--- src/rtl/pipeline_tag_pkg.sv ---
// Shared types and default widths for the pipeline tag tracker.
package pipeline_tag_pkg;

  localparam int ID_W_DEFAULT   = 7;
  localparam int SCNT_W_DEFAULT = 3;

  // One pipeline slot: whether it holds a live instruction, and that instruction's tag.
  typedef struct packed {
    logic                    valid;
    logic [ID_W_DEFAULT-1:0] tag;
  } stage_tag_t;

endpackage

--- src/rtl/pipeline_tag_tracker_stage.sv ---
// Generic pipeline slot register used for the EX, MEM and WB stages.
// A bubble kills the slot but leaves the stale tag in place; only valid matters then.
module tag_stage_reg
  import pipeline_tag_pkg::*;
#(
  parameter type stage_t = stage_tag_t
) (
  input  logic   clk,
  input  logic   rst,
  input  logic   load,
  input  logic   bubble,
  input  stage_t d,
  output stage_t q
);

  // Reset clears the slot, a bubble invalidates it, otherwise it captures the upstream slot.
  always_ff @(posedge clk) begin
    if (rst) begin
      q <= '0;
    end else if (bubble) begin
      q.valid <= 1'b0;
    end else if (load) begin
      q <= d;
    end
  end

endmodule

--- src/rtl/pipeline_tag_tracker.sv ---
// Tracks sequence tags through a five-stage IF/ID/EX/MEM/WB pipeline with stall,
// branch flush, per-stage stall counters and a retirement counter.
module pipeline_tag_tracker
  import pipeline_tag_pkg::*;
#(
  parameter int ID_W   = ID_W_DEFAULT,
  parameter int SCNT_W = SCNT_W_DEFAULT
) (
  input  logic              clk,
  input  logic              rst,
  input  logic              stall,
  input  logic              flush,
  output logic              if_valid,
  output logic              id_valid,
  output logic              ex_valid,
  output logic              mem_valid,
  output logic              wb_valid,
  output logic [ID_W-1:0]   if_tag,
  output logic [ID_W-1:0]   id_tag,
  output logic [ID_W-1:0]   ex_tag,
  output logic [ID_W-1:0]   mem_tag,
  output logic [ID_W-1:0]   wb_tag,
  output logic [SCNT_W-1:0] if_stall_cnt,
  output logic [SCNT_W-1:0] id_stall_cnt,
  output logic              squash_valid,
  output logic [ID_W-1:0]   squash_tag,
  output logic [31:0]       retire_cnt
);

  typedef struct packed {
    logic            valid;
    logic [ID_W-1:0] tag;
  } stage_t;

  localparam logic [SCNT_W-1:0] SCNT_MAX = '1;

  logic [ID_W-1:0] fetch_tag;
  stage_t          id_q;
  stage_t          ex_q;
  stage_t          mem_q;
  stage_t          wb_q;

  // IF always holds a live instruction except while reset is being applied.
  assign if_valid = ~rst;
  assign if_tag   = fetch_tag;

  // Fetch tag advances every unstalled cycle; a flushed tag is consumed, not reused.
  always_ff @(posedge clk) begin
    if (rst) begin
      fetch_tag <= '0;
    end else if (!stall) begin
      fetch_tag <= fetch_tag + 1'b1;
    end
  end

  // ID captures the IF slot unless stalled; a flush turns the captured slot into a bubble.
  always_ff @(posedge clk) begin
    if (rst) begin
      id_q <= '0;
    end else if (!stall) begin
      id_q.valid <= ~flush;
      id_q.tag   <= fetch_tag;
    end
  end

  // A flush that is not overridden by a stall reports the killed IF tag for one cycle.
  always_ff @(posedge clk) begin
    if (rst) begin
      squash_valid <= 1'b0;
      squash_tag   <= '0;
    end else if (flush && !stall) begin
      squash_valid <= 1'b1;
      squash_tag   <= fetch_tag;
    end else begin
      squash_valid <= 1'b0;
    end
  end

  // Saturating stall counters; ID only counts while it actually holds an instruction.
  always_ff @(posedge clk) begin
    if (rst || !stall) begin
      if_stall_cnt <= '0;
      id_stall_cnt <= '0;
    end else begin
      if (if_stall_cnt != SCNT_MAX) begin
        if_stall_cnt <= if_stall_cnt + 1'b1;
      end
      if (!id_q.valid) begin
        id_stall_cnt <= '0;
      end else if (id_stall_cnt != SCNT_MAX) begin
        id_stall_cnt <= id_stall_cnt + 1'b1;
      end
    end
  end

  // Count every live instruction as it moves from MEM into WB.
  always_ff @(posedge clk) begin
    if (rst) begin
      retire_cnt <= '0;
    end else if (mem_q.valid) begin
      retire_cnt <= retire_cnt + 32'd1;
    end
  end

  tag_stage_reg #(.stage_t(stage_t)) u_ex (
    .clk    (clk),
    .rst    (rst),
    .load   (1'b1),
    .bubble (stall),
    .d      (id_q),
    .q      (ex_q)
  );

  tag_stage_reg #(.stage_t(stage_t)) u_mem (
    .clk    (clk),
    .rst    (rst),
    .load   (1'b1),
    .bubble (1'b0),
    .d      (ex_q),
    .q      (mem_q)
  );

  tag_stage_reg #(.stage_t(stage_t)) u_wb (
    .clk    (clk),
    .rst    (rst),
    .load   (1'b1),
    .bubble (1'b0),
    .d      (mem_q),
    .q      (wb_q)
  );

  assign id_valid  = id_q.valid;
  assign id_tag    = id_q.tag;
  assign ex_valid  = ex_q.valid;
  assign ex_tag    = ex_q.tag;
  assign mem_valid = mem_q.valid;
  assign mem_tag   = mem_q.tag;
  assign wb_valid  = wb_q.valid;
  assign wb_tag    = wb_q.tag;

endmodule

--- config.mk ---
export PLATFORM = sky130hd
export DESIGN_NAME = pipeline_tag_tracker
export DESIGN_NICKNAME = d
export VERILOG_FILES = /design/src/rtl/pipeline_tag_pkg.sv /design/src/rtl/pipeline_tag_tracker_stage.sv /design/src/rtl/pipeline_tag_tracker.sv
export SDC_FILE = /design/constraint.sdc
export NUM_CORES = 1
export LEC_CHECK = 0
export ABC_CLOCK_PERIOD_IN_PS = 3800
export BUFFER_PORTS_ARGS = -buffer_cell sky130_fd_sc_hd__buf_2
export CORE_ASPECT_RATIO = 0.5
export CORE_MARGIN = 5
export CORE_UTILIZATION = 56
export CTS_CLUSTER_SIZE = 40
export DETAILED_ROUTE_END_ITERATION = 12
export MAX_ROUTING_LAYER = met4
export PLACE_DENSITY = 0.84
export SYNTH_ARGS = -nofsm -noshare
export SYNTH_HDL_FRONTEND = slang
export SYNTH_SLANG_ARGS = --single-unit
export TNS_END_PERCENT = 50
--- constraint.sdc ---
create_clock -name clk -period 3.8 [get_ports clk]
set_clock_uncertainty 0.15 [all_clocks]
set_input_delay 0.38 -clock clk [delete_from_list [all_inputs] [get_ports clk]]
set_output_delay 0.38 -clock clk [all_outputs]
set_load 0.02 [all_outputs]
==> results.md <==
- After clock tree synthesis, the flow added hold-fix buffers numbering 0.
- The minimum setup slack among reg-to-reg paths is 1.37 ns.
- The element type at the critical path end is a flip-flop.
- The placed instances occupy a cell area of ~3800 um^2.
- The routed wire length per instance is between 15 and 20 um.
- The category of the worst setup path launch point is a flip-flop.
- The clock period could shrink to roughly 2.4 ns.
- After global routing the overflow that remains totals 0.
- The number of DRC violations after detailed-routing iteration 0 is about 140.
- The number of global-route vias before repair is ~2.8k.
- The leakage dissipation is 1.79 nW.
- The CTS root buffer is clkbuf_16.
- The TritonCTS buffer count is 9.
- The synthesized netlist contains 34 unique library cells.
- The number of failing hold endpoints at the final stage is 0.
- The DRC violations left is 0.
- After the last flow step, the layout net total stands at ~440.
- On the final layout, the worst hold slack is about 0.3 ns.
- The clock transition at the registers of the reported paths is roughly 0.06 ns.
- The design area is ~4100 um^2.
- The number of synthesized register bits is 85.
- CTS built an H-tree with a depth of 3.
- Setup repair after global routing left no endpoint under its margin.
- The sum of net half-perimeters after detailed placement is roughly 5500 um.
- The floorplan has 19 rows.
- Synthesis produced 354 cells.
- The power density over cell area is 457 nW/um^2.
- The count of final max-slew check failures is 0.
- The final layout contains routed wiring with a total length of 7930 um.
- On the worst path, the slowest cell contributes a delay of 0.62 ns.
- Across the VDD grid, the largest voltage drop is roughly 0.00032 V.
- The later pin in the worst-skew pair is clocked with a latency of ~0.34 ns.
- The global-route wire length before repair is 13300 um.
- The number of vias in the routed layout is ~2.8k.
- The start of the worst register-to-register path is retire_cnt[0].
- The number of maximum-capacitance violations is 0.
- The worst hold endpoint is squash_valid.
- Across all setup checks in the final design, the least slack found is ~1.4 ns.
- 0 antenna diodes ended up in the layout.
- The signal on the critical path passes through ha_1 > and4_1 > nand4_1 > or4_1 > a21oi_1.
- The synthesis-to-layout area growth is 22.5%.
- The critical path starts at retire_cnt[0].
- Buffers placed on the I/O ports in this run total between 80 and 90.
- No sink is reached through more buffers than the 2 on the longest clock path.
- The share of layout cells above drive strength 1 is 0.254.
- Counting every sink on the clock net gives 85.
- The number of antenna violations at the first check in global routing came to 0.
- Using the TritonRoute via totals, the vias-per-cell ratio works out to 5.53.
- The post-detailed-route count of antenna-violating nets is 0.
- The number of instances on the worst hold path is 3.
- The average instance in the mapped netlist occupies ~9.4 um^2.
- The critical path in this run is classified as reg -> reg.
- In this run the critical register-to-register path is captured at retire_cnt[24].
- 90 I/O pins were placed.
- The first detailed-routing pass took 4 iterations.
- The post-CTS setup-driven buffer insertion count is 0.
- The floorplan step set the die width to 119 um.
- The post-synthesis net count is roughly 360.
- For this run, the total global-route usage over all layers was measured as 0.218.
- The worst pin sits at a relative slew slack of 0.551.
- The number of cells on the worst reg-to-reg path is 5.
- The flow ran to the end, and the final reports show no timing, DRC or antenna violations.
- The area of the placeable core is roughly 5600 um^2.
- At the worst endpoint, the required time is around 3.9 ns.
- Entering global routing, the biggest net connects 43 pins.
- The part of the cycle the worst path needs is 0.638.
- The floorplan step set the die height to approximately 65 um.
- The start point of the worst min-delay path is flush.
- Timing analysis after detailed placement gives a worst setup slack of about 1.4 ns.
- In this run the cell area of the synthesized design comes to between 3000 and 4000 um^2.
- The sequential cell area fraction in the yosys report is 0.510.
- The transition time at the pin with the least slew margin is 0.674 ns.
- Setup violations remaining at the end of the flow were counted as 0.
- Routability-driven placement finished with a final weighted congestion of around 0.84.
- The die covers about 7700 um^2.
- The initial utilization of the core area, before any placement, comes to 0.592.
- The worst min-delay path category is in -> reg.
- The worst-path cell with the longest stage delay is or4_1.
- The CTS tree is done.
- Along the worst path, the maximum fanout reaches 14.
- The final sum of negative setup slack is 0 ns.
- The critical path arrival is 2.53 ns.
- The number of cells upsized or downsized after cts is 0.
- During synthesis, Yosys emitted a total of 0 warnings.
- The highest clock rate is 412 MHz.
==> critical path: cells and delay by family, from the launching register on <==
family	cells	cell delay [ns]
adder cells (fa/ha/maj)	1	0.20
AO/OA/AOI/OAI	1	0.19
flip-flops	1	0.42
AND/OR/NAND/NOR	3	1.38
==> registers in the layout, summed over array words and instances, names as in the netlist, 3 cells and up <==
name / flops
retire_cnt: 32
u_ex.q: 8
u_mem.q: 8
u_wb.q: 8
id_tag: 7
if_tag: 7
squash_tag: 7
id_stall_cnt: 3
if_stall_cnt: 3
==> synth_stat cells <==
master	number	area (um^2)
or4_4	1	11.3
xnor2_1	5	43.8
or3_1	9	56.3
and4_1	6	52.6
or2_2	3	18.8
buf_1	5	18.8
nand2b_1	1	6.26
o21ai_0	9	45.0
buf_6	2	22.5
nand2_1	27	101
clkbuf_1	15	56.3
and2_1	1	6.26
and3_1	3	18.8
nor4_1	1	6.26
or4_1	12	90.1
o311ai_0	1	8.76
nand3_1	13	65.1
nor3b_1	1	7.51
o21a_1	1	7.51
nand4_4	1	21.3
inv_1	3	11.3
mux2i_1	19	190
o41ai_1	1	8.76
buf_4	1	7.51
dfxtp_1	85	1700
nor2_1	37	139
nand4_1	9	56.3
o31ai_1	12	90.1
o31a_1	1	8.76
nor2b_1	20	125
a21oi_1	29	145
nor3_1	3	15.0
ha_1	6	75.1
xor2_1	11	96.3
==> how the worst max path moves through the flow <==
| stage | to | slack [ns] | cells past startpoint |
|---|---|---|---|
| after detailed placement | retire_cnt[24] | 1.41 | 5 |
| after global routing | retire_cnt[26] | 1.17 | 5 |
| after CTS | retire_cnt[24] | 1.38 | 5 |
| after floorplan | retire_cnt[21] | 1.57 | 6 |
| final | retire_cnt[24] | 1.37 | 5 |
| after global placement | retire_cnt[26] | 1.57 | 5 |
==> report_power, final <==
group / internal (mW) / switching [mW]
combinational: 0.0199 / 0.0441
clock: 0.544 / 0.350
sequential: 0.900 / 0.00888
total: 1.46 / 0.403
==> routing by layer <==
metal | vias to the layer above | share of wire | global-route usage
met1 | 1326 | 0.40 | 0.223
li1 | 1401 | - | -
met2 | 71 | 0.52 | 0.402
met4 | 0 | 0.034 | 0.105
met5 | - | 0 | -
met3 | 20 | 0.043 | 0.0521
==> area by class of cell <==
type,count,area [um^2]
clock buffers,11,253
well taps,73,91.3
fillers,434,1550
flip-flops and latches,85,1700
clock inverters,5,58.8
multi-input cells,243,1520
inverters,3,11.3
repair buffers,90,453
==> cells by family (layout without fill, tap and decap cells) <==
group | after synthesis | in the layout | share of synthesized area
flip-flops | 85 | 85 | 0.510
AND/OR/NAND/NOR | 148 | 148 | 0.239
XOR/XNOR | 16 | 16 | 0.0420
adder cells (fa/ha/maj) | 6 | 6 | 0.0225
AO/OA/AOI/OAI | 54 | 54 | 0.0942
buffers and inverters | 26 | 109 | 0.0349
multiplexers | 19 | 19 | 0.0570
==> cell usage in the layout, fill, tap and decap left out, types with 2 or more instances in the layout <==
cell type / instances
clkbuf_16: 9
xor2_1: 11
clkbuf_8: 2
ha_1: 6
dfxtp_1: 85
nand3_1: 13
and4_1: 6
nand2_1: 27
or4_1: 12
or3_1: 9
clkinvlp_4: 2
mux2i_1: 19
nor2b_1: 20
nor3_1: 3
and3_1: 3
o21ai_0: 9
inv_1: 3
buf_2: 89
nand4_1: 9
a21oi_1: 29
o31ai_1: 12
xnor2_1: 5
or2_2: 3
nor2_1: 37
==> stage by stage <==
stage               cells   util  total power [mW]
floorplan             354      -             0.973
global placement      494  0.670             0.988
detailed placement    494  0.670             0.992
CTS                   510  0.725              1.88
global route          510  0.725              1.93
finish                510  0.725              1.87
Note: power is estimated with default switching activity, not from simulation.
